<file path="src/rtl/instr_mem_pipe.sv">
// Synchronous-read instruction memory with valid/ready fetch port, run-time load port and post-reset NOP sweep.
// Define IMEM_PARITY_EN to store a per-word even-parity bit with error injection on load and a rsp_perr flag.
module instr_mem_pipe #(
    parameter int DATA_W = 16,
    parameter int ADDR_W = 16,
    parameter int DEPTH  = 256
) (
    input  logic              clk,
    input  logic              rst,
    input  logic              req_valid,
    input  logic [ADDR_W-1:0] req_addr,
    output logic              req_ready,
    output logic              rsp_valid,
    output logic [DATA_W-1:0] rsp_data,
    output logic              rsp_err,
    input  logic              rsp_ready,
    input  logic              flush,
    input  logic              ld_en,
    input  logic [ADDR_W-1:0] ld_addr,
    input  logic [DATA_W-1:0] ld_data,
`ifdef IMEM_PARITY_EN
    input  logic              ld_perr_inj,
    output logic              rsp_perr,
`endif
    output logic              busy
);

    localparam int                IDX_W    = (DEPTH > 1) ? $clog2(DEPTH) : 1;
    localparam logic [ADDR_W:0]   DEPTH_X  = (ADDR_W + 1)'(DEPTH);
    localparam logic [IDX_W-1:0]  LAST_IDX = IDX_W'(DEPTH - 1);

    typedef enum logic {
        ST_CLEAR = 1'b0,
        ST_RUN   = 1'b1
    } state_t;

    state_t            state_q;
    logic [IDX_W-1:0]  cnt_q;
    logic [DATA_W-1:0] mem_q [DEPTH];
    logic              rsp_valid_q;
    logic [DATA_W-1:0] rsp_data_q;
    logic              rsp_err_q;

    logic              req_in_range_s;
    logic              ld_in_range_s;
    logic              accept_s;
    logic              wr_en_s;
    logic [IDX_W-1:0]  wr_idx_s;
    logic [DATA_W-1:0] wr_data_s;

    // Full-width unsigned compare so out-of-range addresses never alias onto low words.
    assign req_in_range_s = ({1'b0, req_addr} < DEPTH_X);
    assign ld_in_range_s  = ({1'b0, ld_addr} < DEPTH_X);

    assign req_ready = (state_q == ST_RUN) && !ld_en && !flush && (!rsp_valid_q || rsp_ready);
    assign accept_s  = req_valid && req_ready;
    assign busy      = (state_q == ST_CLEAR);
    assign rsp_valid = rsp_valid_q;
    assign rsp_data  = rsp_data_q;
    assign rsp_err   = rsp_err_q;

    // Write-port mux: the sweep owns the array in CLEAR, the load port in RUN.
    always_comb begin
        wr_en_s   = 1'b0;
        wr_idx_s  = ld_addr[IDX_W-1:0];
        wr_data_s = ld_data;
        if (!rst) begin
            wr_en_s = 1'b0;
        end else if (state_q == ST_CLEAR) begin
            wr_en_s   = 1'b1;
            wr_idx_s  = cnt_q;
            wr_data_s = {DATA_W{1'b0}};
        end else begin
            wr_en_s = ld_en && ld_in_range_s;
        end
    end

    // Sweep sequencer: CLEAR walks every word once, then RUN until the next reset.
    always_ff @(posedge clk) begin
        if (!rst) begin
            state_q <= ST_CLEAR;
            cnt_q   <= {IDX_W{1'b0}};
        end else begin
            case (state_q)
                ST_CLEAR: begin
                    cnt_q <= cnt_q + IDX_W'(1);
                    if (cnt_q == LAST_IDX) begin
                        state_q <= ST_RUN;
                    end
                end
                ST_RUN:  state_q <= ST_RUN;
                default: state_q <= ST_CLEAR;
            endcase
        end
    end

    // Storage array; contents are defined by the sweep rather than by reset.
    always_ff @(posedge clk) begin
        if (wr_en_s) begin
            mem_q[wr_idx_s] <= wr_data_s;
        end
    end

    // Response register: flush wins, then a new fetch, then consumption; otherwise hold.
    always_ff @(posedge clk) begin
        if (!rst) begin
            rsp_valid_q <= 1'b0;
            rsp_data_q  <= {DATA_W{1'b0}};
            rsp_err_q   <= 1'b0;
        end else if (flush) begin
            rsp_valid_q <= 1'b0;
        end else if (accept_s) begin
            rsp_valid_q <= 1'b1;
            rsp_data_q  <= req_in_range_s ? mem_q[req_addr[IDX_W-1:0]] : {DATA_W{1'b0}};
            rsp_err_q   <= !req_in_range_s;
        end else if (rsp_ready) begin
            rsp_valid_q <= 1'b0;
        end
    end

`ifdef IMEM_PARITY_EN
    logic par_q [DEPTH];
    logic rsp_perr_q;
    logic wr_par_s;

    function automatic logic even_par_f(input logic [DATA_W-1:0] d);
        return ^d;
    endfunction

    assign wr_par_s = (state_q == ST_CLEAR) ? 1'b0 : (even_par_f(ld_data) ^ ld_perr_inj);
    assign rsp_perr = rsp_perr_q;

    // Parity bit array, written alongside the data word.
    always_ff @(posedge clk) begin
        if (wr_en_s) begin
            par_q[wr_idx_s] <= wr_par_s;
        end
    end

    // Parity check result follows the data register's load/hold behaviour.
    always_ff @(posedge clk) begin
        if (!rst) begin
            rsp_perr_q <= 1'b0;
        end else if (!flush && accept_s) begin
            rsp_perr_q <= req_in_range_s &&
                          (even_par_f(mem_q[req_addr[IDX_W-1:0]]) != par_q[req_addr[IDX_W-1:0]]);
        end
    end
`endif

endmodule
</file>
<file path="config.mk">
export PLATFORM = sky130hd
export DESIGN_NAME = instr_mem_pipe
export DESIGN_NICKNAME = d
export VERILOG_FILES = /design/src/rtl/instr_mem_pipe.sv
export SDC_FILE = /design/constraint.sdc
export NUM_CORES = 2
export LEC_CHECK = 0
export BUFFER_PORTS_ARGS = -buffer_cell sky130_fd_sc_hd__buf_4
export CAP_MARGIN = 20
export CORE_MARGIN = 3
export CORE_UTILIZATION = 55
export CTS_BUF_LIST = sky130_fd_sc_hd__clkbuf_4
export DETAILED_ROUTE_END_ITERATION = 8
export PLACE_DENSITY = 0.7
export SLEW_MARGIN = 20
export SYNTH_ARGS = -nofsm -noshare
export SYNTH_HDL_FRONTEND = slang
export SYNTH_SLANG_ARGS = --single-unit
</file>
<file path="constraint.sdc">
create_clock -name clk -period 10.8 [get_ports clk]
set_input_delay 2.16 -clock clk [delete_from_list [all_inputs] [get_ports clk]]
set_output_delay 2.16 -clock clk [all_outputs]
set_load 0.02 [all_outputs]
</file>
Word-level counts from Yosys, hierarchy flattened
Memory sizes are Yosys's and may differ from the RTL's.
Index checks and enable logic that the tools add are counted.
{"block": "word_totals", "out_inout_bits": 20, "latchBits": 0, "register_bits": 27, "romBits": 0, "mem_bits_rw": 4096, "memories": 1}
{"memory": "mem_q", "depth": 256, "word_bits": 16, "rd": 1, "rd_ports_with_merged_regs": 0, "wr": 1, "line_no": "39", "rtl": "logic [DATA_W-1:0] mem_q [DEPTH];"}
{"block": "classes", "add_sub_neg": 1, "bitwise_logic": 3, "eq_ne": 1, "div_mod_pow": 0, "reduce_logical": 13, "n_mul": 0, "n_shift": 0, "mux": 13, "order_cmp": 2}
{"op": "two-way mux 16 bit", "n": 3}
{"op": "< comparator 16 x 9 -> 1 bit (second input constant)", "n": 2}
{"op": "two-way mux 8 bit", "n": 2}
{"op": "adder 8 x 1 -> 8 bit (second input constant)", "n": 1}
{"op": "== test 8 bit (second input constant)", "n": 1}
{"op": "two-way mux 1 bit", "n": 7}
{"op": "logical AND 1 bit", "n": 5}
{"op": "zero test 1 bit", "n": 4}
{"op": "NOT 1 bit", "n": 3}
{"op": "one-hot mux 1 bit (2 select lines)", "n": 1}
{"op": "AND reduction 2 bit", "n": 1}
{"op": "nonzero test 2 bit", "n": 1}
{"op": "OR reduction 2 bit", "n": 1}
{"op": "logical OR 1 bit", "n": 1}

Longest topological paths before layout
{"block": "logic_depth", "depth_word": 6, "mapped_depth": 12, "depth_no_buf": 7}

Worst setup path before layout
Ideal clock, no wire load.
{"block": "synth_path", "path_type": "in2reg", "start": "input port rst", "end": "memory mem_q[0][10], data pin", "t_required_ps": 9354, "t_arrival_ps": 9104, "n_path_buf": 3, "stages": 5, "path_slack_ps": 249, "path_cell_list": "buf_4 nor2b_1 clkbuf_1 clkbuf_1 nor2b_1"}
{"block": "synth_via", "elab_chain_len": 1}
{"item": "from (decl)", "line_no": "9", "rtl": "input logic rst,"}
{"item": "two-way mux 16 bit", "line_no": "67", "rtl": "if (!rst) begin"}
{"item": "via wr_data_s[10]", "line_no": "49", "rtl": "logic [DATA_W-1:0] wr_data_s;"}
{"item": "to (decl)", "line_no": "39"}
The timed path passes the listed nets, and every way through them passes these cells.

Worst setup path after layout
{"block": "layout_path", "start": "input port req_addr[4]", "end": "register rsp_data_q[14], in the netlist rsp_data[14]"}
{"block": "layout_via", "elab_chain_len": 2}
{"item": "from (decl)", "line_no": "11", "rtl": "input logic [ADDR_W-1:0] req_addr,"}
{"item": "memory read (256 x 16 bit) or < comparator 16 x 9 -> 1 bit (tied branches)"}
{"item": "two-way mux 16 bit (*)", "line_no": "114", "rtl": "rsp_data_q <= req_in_range_s ? mem_q[req_addr[IDX_W-1:0]] : {DATA_W{1'b0}};"}
{"item": "to (signal assigned)", "line_no": "108", "rtl": "rsp_data_q <= {DATA_W{1'b0}};"}
{"item": "to (signal assigned)", "line_no": "114"}
{"item": "to (decl)", "line_no": "41", "rtl": "logic [DATA_W-1:0] rsp_data_q;"}
Mark *: on every way between the ends. The rest lies on a longest branch, timed or not.
A chain may end at the register's enable or synchronous reset.

==> impl_metrics.py <==
metrics = {
    "detailed_routing": {
        "post_drt_wl_per_cell_um": 32.9,
        "drt_wl_total_um": 429000,
        "drt_iter0_markers": 12000,
        "dr_total_vias": 85200,
        "drt.antenna.violating_nets": 0,
        "drc": 0,
        "first_pass_iters": 8,
        "vias_per_cell": 6.53,
    },
    "power": {
        "pwr-share-comb": 0.048,
        "switching_share": 0.222,
        "peakVddDrop_mv": 0.101,
        "intPower_mw": 24.9,
        "p_per_area_mw_per_mm2": 179,
        "p_switching_mw": 7.09,
        "p_seq_frac": 0.551,
        "pwr-share-clk": 0.401,
        "leakage_nw": 58.4,
    },
    "finish": {
        "nets": 8681,
        "area.growth.synth_to_final_pct": 12.0,
        "final_cell_count_no_fill": 13000,
        "regArea_mm2": 0.124,
        "fill_cells": 19700,
        "multi_input_area_mm2": 0.0334,
        "drive_gt1_frac": 0.320,
    },
    "clock_tree": {
        "path_clk_slew_ns": 0.07,
        "cts_buffers": 1102,
        "postCtsSetupRepairBufs": 0,
        "root_buffer": "clkbuf_4",
        "htreeDepth": 7,
        "clock_latency_ns": 1.66,
        "cts_resized": 0,
        "cts_sinks": 4123,
        "cts_tree": "yes",
        "cts_buffer_depth": 5,
        "cts_hold_buf": 0,
    },
    "logic_synthesis": {
        "syn_nets": 7599,
        "yosysTopAreaCellShare": 0.773,
        "seq_area_frac_synth": 0.777,
        "async_flop_share": 0,
        "synthTopCellsByArea": "edfxtp_1 77%, mux4_2 11%, mux2i_1 3.3%",
        "synth_edf_count": 4096,
        "synth_seq_cells": 4123,
        "synthCells": 7544,
        "synth.distinct_cells": 82,
        "synth_ff_type": "edfxtp_1",
        "synth.avg_cell_area_um2": 21.1,
        "synth_largest_area_cell": "edfxtp_1",
        "synth.cell_area_mm2": 0.159,
        "yosys_warnings": 0,
    },
    "die": {
        "fp.dieH_um": 544,
        "start_util": 0.555,
        "die_width_um": 544,
        "core_mm2": 0.286,
        "ioPinCount": 74,
        "rows": 196,
        "die-area_mm2": 0.296,
    },
    "sta": {
        "period_share": 0.512,
        "skew_ns": 0.178,
        "fin_tns_setup_ns": 0,
        "finalCriticalPeriod_ns": 5.53,
        "slew_violations": 0,
        "hold_violations": 0,
        "finalWorstSetupSlack_ns": 5.27,
        "rsz0062_at_grt": "false",
        "tightest_slew_ns": 1.44,
        "setup_violations": 0,
        "fmax_mhz": 181,
        "maxSlewHeadroom": 0.0404,
    },
    "grt": {
        "grt_antenna_before_repair": 35,
        "grt_max_degree": 217,
        "grt_pass1_wl_um": 610000,
        "grt.overflow.total": 0,
        "grt_use_total": 0.294,
        "first_global_vias": 85400,
    },
    "setup_path": {
        "cp_slowest_stage_delay_ns": 0.82,
        "end_kind": "register",
        "crit_top_cell": "buf_4",
        "cp-start-kind": "input port",
        "critPathArrivalTime_ns": 7.00,
        "crit_chain": "buf_8 > buf_12 > nor2_4 > buf_4 > buf_4 > a22oi_1 > and3_1 > a21oi_1 > a32oi_1 > o21ai_1",
        "path_max_fanout": 55,
        "timing_worst_setup_path_type": "input port to register",
        "cp.required_ns": 12.27,
        "cp_slowest_cell": "a21oi_1",
    },
    "run": {
        "max-cap-violations": 0,
    },
    "placed_design": {
        "place_hpwl_um": 248000,
        "dp.cells": 11300,
        "place_ws_ns": 3.85,
        "gp_congestion": 0.905,
        "port_buffers": 73,
    },
    "hold_path": {
        "hold_class": "register to register",
    },
    "outcome": {
        "outcome": "finished, final reports clean",
    },
}
path summary, 6_finish.rpt:
path,start,slack (ns),endpoint,cells past startpoint
max,req_addr[4],5.27,rsp_data[14],10
min,rsp_err,0.51,rsp_err,1
max reg2reg,state_q,6.09,mem_q[54][0],8
min reg2reg,rsp_err,0.51,rsp_err,1
registers in the layout, summed over array words and instances (netlist names):
register   count
mem_q       4096
rsp_data      16
cnt_q          8
rsp_err        1
rsp_valid      1
state_q        1
area by class of cell:
| type | instances | area share |
|---|---|---|
| multi-input combinational | 2964 | 0.188 |
| tap | 3762 | 0.0264 |
| clock buffer | 1543 | 0.0650 |
| antenna | 26 | 0.000365 |
| timing repair buffer | 430 | 0.0211 |
| inverter | 5 | 0.000147 |
| sequential | 4123 | 0.693 |
| clock inverter | 191 | 0.00596 |
power by group through the flow:
stage / clock, mW / combinational [mW] / sequential (mW)
floorplan: 0 / 0.918 / 18.0
global placement: 0 / 1.47 / 18.0
detailed placement: 0 / 1.50 / 18.0
CTS: 13.1 / 1.50 / 17.6
global route: 13.9 / 1.58 / 17.6
finish: 12.8 / 1.53 / 17.6
kinds of logic after synthesis:
group / count (synthesis) / synth area share
muxes: 1348 / 0.147
DFF: 4123 / 0.777
buffers and inverters: 457 / 0.0167
adders and majority gates: 1 / 0.0000787
AOI/OAI and AO/OA: 831 / 0.0366
xor gates and xnor gates: 4 / 0.000220
and+or+nand+nor: 780 / 0.0225
Yosys cell counts, types with 24 or more instances:
master     number
a22oi_1       107
nor3_1         25
buf_6          53
dfxtp_1        27
nor2_1        305
nor2b_1        33
mux2_2         30
buf_4          83
buf_2         102
clkbuf_1      181
a21oi_1       114
o21ai_1        30
a2111oi_0      39
buf_1          24
mux4_2        787
o22ai_1       181
mux2i_1       526
a221oi_1       26
o21ai_0        59
nand2_1       214
nand3_1        69
edfxtp_1     4096
a211oi_1       67
o221ai_1       97
cell usage in the layout (no fill, tap or decap), drive strengths merged, types with 27 or more instances in the layout:
master,netlist,routed
nand3,71,71
a2111oi,40,40
edfxtp,4096,4096
a21oi,114,114
clkbuf,184,1543
clkinv,0,158
dfxtp,27,27
o21ai,89,89
a22oi,107,107
mux2,34,34
o22ai,181,181
buf,268,430
nor2,306,306
nand2,216,216
mux2i,526,526
mux4,788,788
nor2b,34,34
o221ai,99,99
a211oi,67,67
routing by layer:
layer  global-route usage  vias up  share of wire
met5                    0        -        0.00023
met4                0.144       16          0.043
met3               0.0962      841           0.12
met2                0.439     5722           0.47
met1                0.394    44100           0.36
li1                     -    34500              -
stage by stage:
stage           util  hold WS (ns)  cell area, um2  power [mW]
2_1_floorplan      -         0.510          159000        18.9
3_3_place_gp   0.576         0.489          165000        19.4
3_5_place_dp   0.577         0.499          165000        19.5
4_1_cts        0.621         0.518          178000        32.2
5_1_grt        0.622         0.549          178000        33.1
6_report       0.622         0.513          178000        32.0
critical path, delay by kind of cell:
family	cells	cell delay (ns)
AO/OA/AOI/OAI	4	1.94
buffers and inverters	4	1.75
AND/OR/NAND/NOR	2	0.90
Power figures use the tool's default switching activity.
